File: src/rtl/pc_branch_unit_pkg.sv
// Shared definitions for the PC/branch unit: core-state encodings, NZP bit
// positions and the next-PC source selector.
`ifndef CORE_EXECUTE
`define CORE_EXECUTE 3'b101
`endif
`ifndef CORE_UPDATE
`define CORE_UPDATE 3'b110
`endif

package pc_branch_unit_pkg;

  localparam logic [2:0] CORE_STATE_EXECUTE = `CORE_EXECUTE;
  localparam logic [2:0] CORE_STATE_UPDATE  = `CORE_UPDATE;

  localparam int NZP_N = 2;
  localparam int NZP_Z = 1;
  localparam int NZP_P = 0;

  typedef enum logic [1:0] {
    SRC_RET,
    SRC_CALL,
    SRC_BRANCH,
    SRC_SEQ
  } pc_src_e;

endpackage

File: src/rtl/pc_branch_unit_if.sv
// Decode/execute bus between a thread lane and its PC/branch unit.
// master = decoder/scheduler side, slave = pc_branch_unit.
interface pc_branch_unit_if #(
  parameter int ADDR_W      = 8,
  parameter int DATA_W      = 8,
  parameter int STACK_DEPTH = 4
);
  localparam int DEPTH_W = $clog2(STACK_DEPTH + 1);

  logic              enable;
  logic [2:0]        core_state;
  logic [ADDR_W-1:0] current_pc;
  logic              decoded_pc_mux;
  logic [2:0]        decoded_nzp;
  logic [ADDR_W-1:0] decoded_imm;
  logic              decoded_call;
  logic              decoded_ret;
  logic              decoded_nzp_write_en;
  logic [DATA_W-1:0] alu_out;

  logic [ADDR_W-1:0]  next_pc;
  logic [2:0]         nzp;
  logic [DEPTH_W-1:0] stack_depth;
  logic               stack_overflow;
  logic               stack_underflow;
  logic               pc_fault;

  modport master (
    output enable, core_state, current_pc, decoded_pc_mux, decoded_nzp,
           decoded_imm, decoded_call, decoded_ret, decoded_nzp_write_en, alu_out,
    input  next_pc, nzp, stack_depth, stack_overflow, stack_underflow, pc_fault
  );

  modport slave (
    input  enable, core_state, current_pc, decoded_pc_mux, decoded_nzp,
           decoded_imm, decoded_call, decoded_ret, decoded_nzp_write_en, alu_out,
    output next_pc, nzp, stack_depth, stack_overflow, stack_underflow, pc_fault
  );
endinterface

File: src/rtl/pc_ret_stack.sv
// Return-address LIFO for CALL/RET. Caller never asserts push and pop together;
// push is ignored when full, pop when empty.
module pc_ret_stack #(
  parameter int ADDR_W      = 8,
  parameter int STACK_DEPTH = 4
) (
  input  logic                               clk,
  input  logic                               reset_n,
  input  logic                               push,
  input  logic                               pop,
  input  logic [ADDR_W-1:0]                  push_data,
  output logic [ADDR_W-1:0]                  top,
  output logic [$clog2(STACK_DEPTH+1)-1:0]   depth,
  output logic                               full,
  output logic                               empty
);
  localparam int DEPTH_W = $clog2(STACK_DEPTH + 1);

  logic [ADDR_W-1:0] entries [STACK_DEPTH];

  assign full  = (depth == DEPTH_W'(STACK_DEPTH));
  assign empty = (depth == '0);

  always_comb begin
    top = '0;
    for (int i = 0; i < STACK_DEPTH; i++) begin
      if (DEPTH_W'(i + 1) == depth) top = entries[i];
    end
  end

  // NOTE: entries are reset explicitly because a mid-run reset must leave no
  // stale return addresses; this keeps the array in flops rather than RAM.
  always_ff @(posedge clk or negedge reset_n) begin
    if (!reset_n) begin
      depth <= '0;
      for (int i = 0; i < STACK_DEPTH; i++) entries[i] <= '0;
    end else if (push && !full) begin
      for (int i = 0; i < STACK_DEPTH; i++) begin
        if (DEPTH_W'(i) == depth) entries[i] <= push_data;
      end
      depth <= depth + DEPTH_W'(1);
    end else if (pop && !empty) begin
      depth <= depth - DEPTH_W'(1);
    end
  end
endmodule

File: src/rtl/pc_branch_unit.sv
// Per-thread next-PC generator with NZP branching, CALL/RET stack and sticky
// error flags. Define PC_BOUND_CHECK_EN to fold out-of-program PCs to 0.
module pc_branch_unit
  import pc_branch_unit_pkg::*;
#(
  parameter int ADDR_W      = 8,
  parameter int DATA_W      = 8,
  parameter int STACK_DEPTH = 4,
  parameter int PROG_SIZE   = 256
) (
  input logic              clk,
  input logic              reset_n,
  pc_branch_unit_if.slave  bus
);
  logic              exec_cycle, update_cycle;
  pc_src_e           src;
  logic [ADDR_W-1:0] pc_inc, pc_cand, pc_final, stack_top;
  logic              stack_full, stack_empty, push, pop;
  logic [ADDR_W-1:0] next_pc_q;
  logic [2:0]        nzp_q;
  logic              overflow_q, underflow_q;
  logic              unused_alu_bits;

  assign exec_cycle   = bus.enable && (bus.core_state == CORE_STATE_EXECUTE);
  assign update_cycle = bus.enable && (bus.core_state == CORE_STATE_UPDATE);
  assign pc_inc       = bus.current_pc + ADDR_W'(1);
  assign unused_alu_bits = ^bus.alu_out[DATA_W-1:3];

  always_comb begin
    // NOTE: every always_comb output gets a default first so no path infers a latch.
    src = SRC_SEQ;
    if (bus.decoded_ret)                                       src = SRC_RET;
    else if (bus.decoded_call)                                 src = SRC_CALL;
    else if (bus.decoded_pc_mux && |(nzp_q & bus.decoded_nzp)) src = SRC_BRANCH;

    pc_cand = pc_inc;
    case (src)
      SRC_RET:    pc_cand = stack_empty ? pc_inc : stack_top;
      SRC_CALL:   pc_cand = bus.decoded_imm;
      SRC_BRANCH: pc_cand = bus.decoded_imm;
      default:    pc_cand = pc_inc;
    endcase
  end

  assign push = exec_cycle && (src == SRC_CALL) && !stack_full;
  assign pop  = exec_cycle && (src == SRC_RET) && !stack_empty;

  pc_ret_stack #(
    .ADDR_W      (ADDR_W),
    .STACK_DEPTH (STACK_DEPTH)
  ) u_stack (
    .clk       (clk),
    .reset_n   (reset_n),
    .push      (push),
    .pop       (pop),
    .push_data (pc_inc),
    .top       (stack_top),
    .depth     (bus.stack_depth),
    .full      (stack_full),
    .empty     (stack_empty)
  );

`ifdef PC_BOUND_CHECK_EN
  logic bound_fault, fault_q;

  assign bound_fault = (32'(pc_cand) >= 32'(PROG_SIZE));
  assign pc_final    = bound_fault ? '0 : pc_cand;

  always_ff @(posedge clk or negedge reset_n) begin
    if (!reset_n)                       fault_q <= 1'b0;
    else if (exec_cycle && bound_fault) fault_q <= 1'b1;
  end
  assign bus.pc_fault = fault_q;
`else
  localparam int unused_prog_size = PROG_SIZE;
  assign pc_final     = pc_cand;
  assign bus.pc_fault = 1'b0;
`endif

  // NOTE: registered state uses non-blocking assignments so all flops update
  // together at the edge regardless of statement order.
  always_ff @(posedge clk or negedge reset_n) begin
    if (!reset_n) begin
      next_pc_q   <= '0;
      nzp_q       <= 3'b000;
      overflow_q  <= 1'b0;
      underflow_q <= 1'b0;
    end else if (exec_cycle) begin
      next_pc_q <= pc_final;
      if (src == SRC_RET && stack_empty) underflow_q <= 1'b1;
      if (src == SRC_CALL && stack_full) overflow_q  <= 1'b1;
    end else if (update_cycle && bus.decoded_nzp_write_en) begin
      nzp_q <= {bus.alu_out[NZP_N], bus.alu_out[NZP_Z], bus.alu_out[NZP_P]};
    end
  end

  assign bus.next_pc         = next_pc_q;
  assign bus.nzp             = nzp_q;
  assign bus.stack_overflow  = overflow_q;
  assign bus.stack_underflow = underflow_q;
endmodule

File: src/flat_wrapper.sv
// flat-port wrapper written by rule: the top's interface ports become plain ports
module pc_branch_unit_flat import pc_branch_unit_pkg::*;
#(
  parameter int ADDR_W      = 8,
  parameter int DATA_W      = 8,
  parameter int STACK_DEPTH = 4,
  parameter int PROG_SIZE   = 256
)
  (clk, reset_n, bus_enable, bus_core_state, bus_current_pc, bus_decoded_pc_mux, bus_decoded_nzp, bus_decoded_imm, bus_decoded_call, bus_decoded_ret, bus_decoded_nzp_write_en, bus_alu_out, bus_next_pc, bus_nzp, bus_stack_depth, bus_stack_overflow, bus_stack_underflow, bus_pc_fault);
  pc_branch_unit_if #(.ADDR_W(ADDR_W), .DATA_W(DATA_W), .STACK_DEPTH(STACK_DEPTH)) bus_i ();
  input logic clk;
  input logic reset_n;
  input wire logic [$bits(bus_i.enable)-1:0] bus_enable;
  input wire logic [$bits(bus_i.core_state)-1:0] bus_core_state;
  input wire logic [$bits(bus_i.current_pc)-1:0] bus_current_pc;
  input wire logic [$bits(bus_i.decoded_pc_mux)-1:0] bus_decoded_pc_mux;
  input wire logic [$bits(bus_i.decoded_nzp)-1:0] bus_decoded_nzp;
  input wire logic [$bits(bus_i.decoded_imm)-1:0] bus_decoded_imm;
  input wire logic [$bits(bus_i.decoded_call)-1:0] bus_decoded_call;
  input wire logic [$bits(bus_i.decoded_ret)-1:0] bus_decoded_ret;
  input wire logic [$bits(bus_i.decoded_nzp_write_en)-1:0] bus_decoded_nzp_write_en;
  input wire logic [$bits(bus_i.alu_out)-1:0] bus_alu_out;
  output wire logic [$bits(bus_i.next_pc)-1:0] bus_next_pc;
  output wire logic [$bits(bus_i.nzp)-1:0] bus_nzp;
  output wire logic [$bits(bus_i.stack_depth)-1:0] bus_stack_depth;
  output wire logic [$bits(bus_i.stack_overflow)-1:0] bus_stack_overflow;
  output wire logic [$bits(bus_i.stack_underflow)-1:0] bus_stack_underflow;
  output wire logic [$bits(bus_i.pc_fault)-1:0] bus_pc_fault;
  assign bus_i.enable = bus_enable;
  assign bus_i.core_state = bus_core_state;
  assign bus_i.current_pc = bus_current_pc;
  assign bus_i.decoded_pc_mux = bus_decoded_pc_mux;
  assign bus_i.decoded_nzp = bus_decoded_nzp;
  assign bus_i.decoded_imm = bus_decoded_imm;
  assign bus_i.decoded_call = bus_decoded_call;
  assign bus_i.decoded_ret = bus_decoded_ret;
  assign bus_i.decoded_nzp_write_en = bus_decoded_nzp_write_en;
  assign bus_i.alu_out = bus_alu_out;
  assign bus_next_pc = bus_i.next_pc;
  assign bus_nzp = bus_i.nzp;
  assign bus_stack_depth = bus_i.stack_depth;
  assign bus_stack_overflow = bus_i.stack_overflow;
  assign bus_stack_underflow = bus_i.stack_underflow;
  assign bus_pc_fault = bus_i.pc_fault;
  pc_branch_unit #(.ADDR_W(ADDR_W), .DATA_W(DATA_W), .STACK_DEPTH(STACK_DEPTH), .PROG_SIZE(PROG_SIZE)) u_core (.clk(clk), .reset_n(reset_n), .bus(bus_i));
endmodule
File: config.mk
export PLATFORM = sky130hd
export DESIGN_NAME = pc_branch_unit_flat
export DESIGN_NICKNAME = d
export VERILOG_FILES = /design/src/rtl/pc_branch_unit_pkg.sv /design/src/rtl/pc_branch_unit_if.sv /design/src/rtl/pc_ret_stack.sv /design/src/rtl/pc_branch_unit.sv /design/src/flat_wrapper.sv
export SDC_FILE = /design/constraint.sdc
export NUM_CORES = 1
export LEC_CHECK = 0
export BUFFER_PORTS_ARGS = -buffer_cell sky130_fd_sc_hd__buf_2
export CELL_PAD_IN_SITES_DETAIL_PLACEMENT = 0
export CELL_PAD_IN_SITES_GLOBAL_PLACEMENT = 1
export CORE_MARGIN = 2
export CORE_UTILIZATION = 42
export DETAILED_ROUTE_END_ITERATION = 8
export GPL_ROUTABILITY_DRIVEN = 1
export GPL_TIMING_DRIVEN = 1
export PLACE_DENSITY_LB_ADDON = 0.1
export SLEW_MARGIN = 20
export SYNTH_ARGS = -nofsm -noshare
export SYNTH_HDL_FRONTEND = slang
export SYNTH_SLANG_ARGS = --single-unit
File: constraint.sdc
create_clock -name clk -period 2.59 [get_ports clk]
set_clock_uncertainty 0.05 [all_clocks]
set_input_delay 0.1295 -clock clk [delete_from_list [all_inputs] [get_ports clk]]
set_output_delay 0.1295 -clock clk [all_outputs]
set_load 0.005 [all_outputs]
==> flow_summary.yaml, run 1 <==
sta:
  whs_ps: 3.45
  slew_violations: 0
  setup_viol: 0
  slew_headroom_pct: 58.0
  hold_viol_final: 0
  tightest_slew_ps: 630
  period_share_pct: 90.4
  max_freq_mhz: 427
  rsz0062_at_grt: "false"
  fin_setup_tns_ps: 0
  final.min_clock_period_ps: 2340
synthesis:
  synth_warnings: 0
  yosysMostFrequentCell: "dfrtp_1"
  synthTopCellsByCount: "dfrtp_1, nand2_1, a21oi_1, nor2_1, o21ai_0"
  synth_top_flop_cell: "dfrtp_1"
  avgSynthCellArea_sq_um: 9.39
  synth.largest_area_cell: "dfrtp_1"
  ys_seq_elements: 48
  synth_area_sq_mm: 0.00273
  yosysUniqueCellTypes: 60
  synth_area_leaders: "dfrtp_1, nand2_1, ha_1"
  netlist.area_leader.share_pct: 44.0
  async_flop_share_pct: 100
  synth_edf_count: 0
  synthCells: 291
  yosysSeqAreaShare_pct: 44.0
  synth_fp_nets: 337
place:
  dp.cells: 409
  hpwl_um: 5440
  gp_congestion: 0.851
  port-buffer-count: 47
global_route:
  antenna_found_initial: 0
  grt_pass1_wl_um: 12300
  overflow: 0
  grt_pass1_vias: 2329
  grt_use_total_pct: 22.1
  grt_max_degree: 49
layout:
  areaGrowthSynthToFinish_pct: 15.6
  post_layout_nonfiller_instances: 418
  antenna-diode-count: 0
  drive_gt1_share_pct: 24.9
  nNetsFinal: 386
pwr:
  p_per_area_mw_per_mm2: 760
  p_leak_nw: 1.52
  irDropWorstVdd_v: 0.000448
critical_path:
  path_delay_family: "compound AO/OA/AOI/OAI gates"
  crit_chain: "a222oi_1, nor3b_1, nor2_1, inv_1, ha_1, a21oi_1, o21ai_0, a31o_2"
  slowest_delay_ps: 390
  cp_slowest_cell: "dfrtp_1"
  reg2reg_slack_ps: 250
  worstPathBufferInverterCount: 1
  rr_endpoint: "u_core.bus.next_pc[1]$_DFFE_PN0P_"
  critical_path_required_ps: 2750
  arrival_ps: 2500
  r2r-start: "u_core.bus.nzp[0]$_DFFE_PN0P_"
  cp-end-kind: "register"
  critPathLaunchType: "register"
  rr_worst_depth: 8
  path_max_fanout: 12
  crit_type: "reg2reg"
route:
  dr.first_iter.drc_count: 148
  wl_um: 7600
  vias_per_cell: 5.55
  via_count: 2321
  first_pass_iters: 4
  route.detailed.drc: 0
  ant_nets: 0
  wire_per_inst_um: 18.2
cts:
  cts_resized: 0
  clock_sinks: 48
  cts_root_buffer: "clkbuf_8"
  htree_levels: 2
  clk_latency_ps: 310
  clock_path_buffers: 2
  path_clk_slew_ps: 90
  cts_made_buffers: 5
  cts_tree: "yes"
die:
  rows: 29
  start_util_pct: 43.3
  chipWidth_um: 84.7
  chipHeight_um: 84.7
  die_area_sq_mm: 0.00717
  io_pins: 54
  coreArea_sq_mm: 0.00631
min_path:
  hold_path.class: "in2reg"
  hold_depth: 2
  min_from: "bus_alu_out[1]"
  holdPathEnd: "u_core.bus.nzp[1]$_DFFE_PN0P_"
job:
  cap_violations: 0
run_status:
  status: "finished clean"
[cell type report]
| class | count | area, sq um |
|---|---|---|
| multi-input combinational | 213 | 1360 |
| sequential | 48 | 1200 |
| timing repair buffer | 62 | 350 |
| clock inverter | 3 | 46.3 |
| fill | 654 | 3160 |
| inverter | 10 | 37.5 |
| tap | 77 | 96.3 |
| clock buffer | 5 | 68.8 |
[worst register-to-register path, stage by stage (launching register included)]
cell and delay, ps:
dfrtp_1 390, a222oi_1 390, nor3b_1 90, nor2_1 140
inv_1 60, ha_1 370, a21oi_1 370, o21ai_0 160
a31o_2 230
[sequential cells by signal, indices dropped and copies added (netlist names)]
register and count:
u_core.bus.next_pc 8, u_core.bus.nzp 3, u_core.bus.stack_overflow 1, u_core.bus.stack_underflow 1, u_core.u_stack.depth 3, u_core.u_stack.entries 32
[through the flow]
stage,area [sq um],setup WS [ps],total power [mW],utilization (%)
2_1_floorplan,2730,566,1.53,-
3_3_place_gp,3030,282,1.83,48.0
3_5_place_dp,3030,226,1.84,48.0
4_1_cts,3160,206,2.41,50.0
5_1_grt,3160,60.1,2.54,50.0
6_report,3160,250,2.40,50.0
[layout by cell type, fill, tap and decap left out, types with 4 or more instances in the layout]
master / count
a21oi_1: 22
a31oi_1: 4
buf_2: 47
buf_4: 14
clkbuf_8: 5
dfrtp_1: 48
ha_1: 9
inv_1: 9
mux2_2: 5
mux2i_1: 5
nand2_1: 42
nand3_1: 8
nand4_1: 5
nor2_1: 22
nor2b_1: 4
o21ai_0: 18
xnor2_1: 4
[per-layer routing]
layer  vias up  part of all wire, %  wire (um)  track usage [%]
li1       1126                    -          -                -
met3         8                  4.0        301             3.54
met2        62                   46       3470             35.4
met1      1125                   49       3730             31.4
met5         -                    0          0                0
met4         0                  1.3         99             5.63
[how the worst max path moves through the flow]
| stage | start | end | depth (start not counted) |
|---|---|---|---|
| after floorplan | u_core.bus.nzp[0]$_DFFE_PN0P_ | u_core.bus.next_pc[5]$_DFFE_PN0P_ | 8 |
| after global placement | u_core.bus.nzp[0]$_DFFE_PN0P_ | u_core.bus.next_pc[5]$_DFFE_PN0P_ | 8 |
| after detailed placement | u_core.bus.nzp[0]$_DFFE_PN0P_ | u_core.bus.next_pc[1]$_DFFE_PN0P_ | 8 |
| after CTS | u_core.bus.nzp[0]$_DFFE_PN0P_ | u_core.bus.next_pc[1]$_DFFE_PN0P_ | 8 |
| after global routing | u_core.bus.nzp[0]$_DFFE_PN0P_ | u_core.bus.next_pc[1]$_DFFE_PN0P_ | 8 |
| final | u_core.bus.nzp[0]$_DFFE_PN0P_ | u_core.bus.next_pc[1]$_DFFE_PN0P_ | 8 |
[where the power goes]
part / total (mW) / internal (mW) / leakage, nW / switching (mW)
registers: 0.941 / 0.863 / 0.632 / 0.0781
clock network: 0.569 / 0.291 / 0.0548 / 0.278
logic: 0.889 / 0.366 / 0.832 / 0.523
total: 2.40 / 1.52 / 1.52 / 0.879
[cell families (layout without fill, tap and decap cells)]
family	Yosys count	after routing	share of synthesized area, %
AOI/OAI and AO/OA	79	79	19.1
muxes	12	12	4.99
adders and majority gates	9	9	4.12
xor gates and xnor gates	6	6	1.92
and+or+nand+nor	106	106	19.4
buffers and inverters	30	80	6.36
other	1	1	0.137
DFF	48	48	44.0
[what timing repair did]
action | 4_1_cts | 5_1_grt
hold buffers | 1 | 0
buffers inserted | 0 | 0
endpoints found under the hold margin | 48 | 0
Power figures use the tool's default switching activity.
==> inputs of run 2 (changes only) <==
ABC_AREA = 1   (was default)
CORE_MARGIN = default   (was 2)
CORE_UTILIZATION = 40   (was 42)
==> flow_summary.yaml, run 2 <==
synthesis:
  synth_area_sq_mm: 0.00266
  avgSynthCellArea_sq_um: 7.61
  synthTopCellsByCount: "nand2_1, dfrtp_1, o21ai_1"
  ys_seq_elements: 48
  async_flop_share_pct: 100
  yosysUniqueCellTypes: 32
  synth_top_flop_cell: "dfrtp_1"
  yosysMostFrequentCell: "nand2_1"
  netlist.area_leader.share_pct: 45.1
  synthCells: 350
  synth.largest_area_cell: "dfrtp_1"
  yosysSeqAreaShare_pct: 45.1
  synth_fp_nets: 396
  synth_area_leaders: "dfrtp_1, nand2_1, o21ai_1"
  synth_warnings: 0
  synth_edf_count: 0
critical_path:
  arrival_ps: 2200
  critPathLaunchType: "register"
  critical_path_required_ps: 2740
  path_max_fanout: 10
  cp-end-kind: "register"
  slowest_delay_ps: 440
  crit_chain: "inv_1, ha_1, nand2_1, inv_2, nor2_4, inv_2, nand2_1, o211ai_1, o21ai_1"
  path_delay_family: "simple AND/OR/NAND/NOR gates"
  cp_slowest_cell: "dfrtp_1"
  worstPathBufferInverterCount: 3
  crit_type: "reg2reg"
pwr:
  power_frac_comb_pct: 38.1
  p_int_mw: 1.43
  p_per_area_mw_per_mm2: 766
  p_leak_nw: 1.65
  seqPwrFrac_pct: 41.9
  irDropWorstVdd_v: 0.000371
  p_sw_uw: 944
  swShare_pct: 39.8
  p_clk_share_pct: 19.9
route:
  vias_per_cell: 4.94
  ant_nets: 0
  wl_um: 6700
  wire_per_inst_um: 14.0
  first_pass_iters: 4
  route.detailed.drc: 0
  via_count: 2367
  dr.first_iter.drc_count: 158
sta:
  period_share_pct: 79.2
  whs_ps: 79.3
  hold_viol_final: 0
  fin_setup_tns_ps: 0
  setup_viol: 0
  max_freq_mhz: 487
  final.min_clock_period_ps: 2050
  slew_violations: 0
  rsz0062_at_grt: "false"
min_path:
  hold_path.class: "in2reg"
global_route:
  grt_use_met1_pct: 29.1
  grt_pass1_vias: 2199
  overflow: 0
  grt.busiest_layer: "met2"
  met2_usage_pct: 32.4
  grt_pass1_wl_um: 11200
  grtUsageMet3_pct: 3.36
  grt_use_total_pct: 20.4
  antenna_found_initial: 0
  grt_max_degree: 31
run_status:
  status: "finished clean"
cts:
  cts_made_buffers: 5
  htree_levels: 2
  path_clk_slew_ps: 90
  cts_tree: "yes"
  clock_sinks: 48
  clock_path_buffers: 2
  cts_setup_buffers: 0
  clk_latency_ps: 310
  cts_resized: 0
  cts_root_buffer: "clkbuf_8"
layout:
  areaGrowthSynthToFinish_pct: 16.4
  mostFrequentLayoutCells: "nand2_1, dfrtp_1, buf_2"
  antenna-diode-count: 0
  nNetsFinal: 447
  final_common_cell: "nand2_1"
  drive_gt1_share_pct: 21.4
  fin_util_pct: 48.6
  largest_reg_flops: 32
  regMostFlops: "u_core.u_stack.entries"
die:
  die_area_sq_mm: 0.00699
  start_util_pct: 41.7
  io_pins: 54
  chipHeight_um: 83.6
  coreArea_sq_mm: 0.00639
  rows: 29
  chipWidth_um: 83.6
place:
  hpwl_um: 4950
  gp_congestion: 0.801
  port-buffer-count: 47
job:
  cap_violations: 0
run 2: cell types whose count changed after synthesis, sizes merged, moves of 4 or more:
cell | previous run | this run
a211oi | 5 | 1
inv | 10 | 31
a21oi | 22 | 17
mux2i | 5 | 0
nand3 | 8 | 17
mux2 | 7 | 3
nand2 | 42 | 121
o21ai | 19 | 48
nor2b | 6 | 0
buf | 18 | 8
run 2: logic make-up (layout without fill, tap and decap cells):
kind of cell | after synthesis | count (layout) | share of synthesized area, %
compound gates | 72 | 72 | 14.2
other cells | 1 | 1 | 0.141
xor+xnor | 6 | 6 | 1.97
mux | 3 | 3 | 1.27
buf+inv | 44 | 96 | 6.81
simple gates | 167 | 167 | 26.3
fa+ha+maj | 9 | 9 | 4.23
flops | 48 | 48 | 45.1
run 2: tightest hold or removal path, stage by stage:
cell	delay (ps)
buf_2	80
a21oi_1	50
nand2_1	60
nand2_1	40
nand2_1	50
run 2: timing repair:
item	4_1_cts	5_1_grt
hold endpoints to repair	21	0
setup endpoints to repair	0	0
hold buffers	4	0
run 2: area by class of cell:
| class | count | area (sq um) |
|---|---|---|
| clock buffers | 5 | 68.8 |
| clock inverters | 3 | 23.8 |
| fillers | 621 | 3280 |
| inverters | 33 | 125 |
| multi-input cells | 258 | 1280 |
| flip-flops and latches | 48 | 1200 |
| well taps | 77 | 96.3 |
| repair buffers | 55 | 305 |
run 2: metal layers:
| metal | vias up | wire length [um] |
|---|---|---|
| li1 | 1222 | - |
| met1 | 1081 | 3260 |
| met2 | 58 | 3080 |
| met3 | 6 | 298 |
| met4 | 0 | 63 |
| met5 | - | 0 |
run 2: path summary, 6_finish.rpt:
check,from,end,slack [ps],cells after the start
setup / recovery,u_core.u_stack.depth[0]$_DFFE_PN0P_,u_core.u_stack.depth[2]$_DFFE_PN0P_,540,9
hold / removal,bus_decoded_imm[2],u_core.bus.next_pc[2]$_DFFE_PN0P_,80,5
setup reg to reg,u_core.u_stack.depth[0]$_DFFE_PN0P_,u_core.u_stack.depth[2]$_DFFE_PN0P_,540,9
hold reg to reg,u_core.bus.stack_underflow$_DFFE_PN0P_,u_core.bus.stack_underflow$_DFFE_PN0P_,430,1
max in group asynchronous,reset_n,u_core.u_stack.entries[8]$_DFFE_PN0P_,1470,3
min in group asynchronous,reset_n,u_core.bus.stack_overflow$_DFFE_PN0P_,260,2
run 2: through the flow:
step | std cells | power [mW] | setup WS [ps] | area, sq um
floorplan | 350 | 1.60 | 839 | 2660
global placement | 467 | 1.91 | 541 | 2970
detailed placement | 467 | 1.92 | 531 | 2970
CTS | 479 | 2.41 | 513 | 3100
global route | 479 | 2.57 | 293 | 3100
finish | 479 | 2.37 | 538 | 3100
run 2: power groups by stage:
stage                     Combinational (mW)  Clock [mW]  Sequential, mW
after floorplan                        0.592           0            1.01
after global placement                 0.904           0            1.00
after detailed placement               0.911           0            1.01
after CTS                              0.920       0.491           0.997
after global routing                    1.04       0.515            1.02
final                                  0.906       0.473           0.996
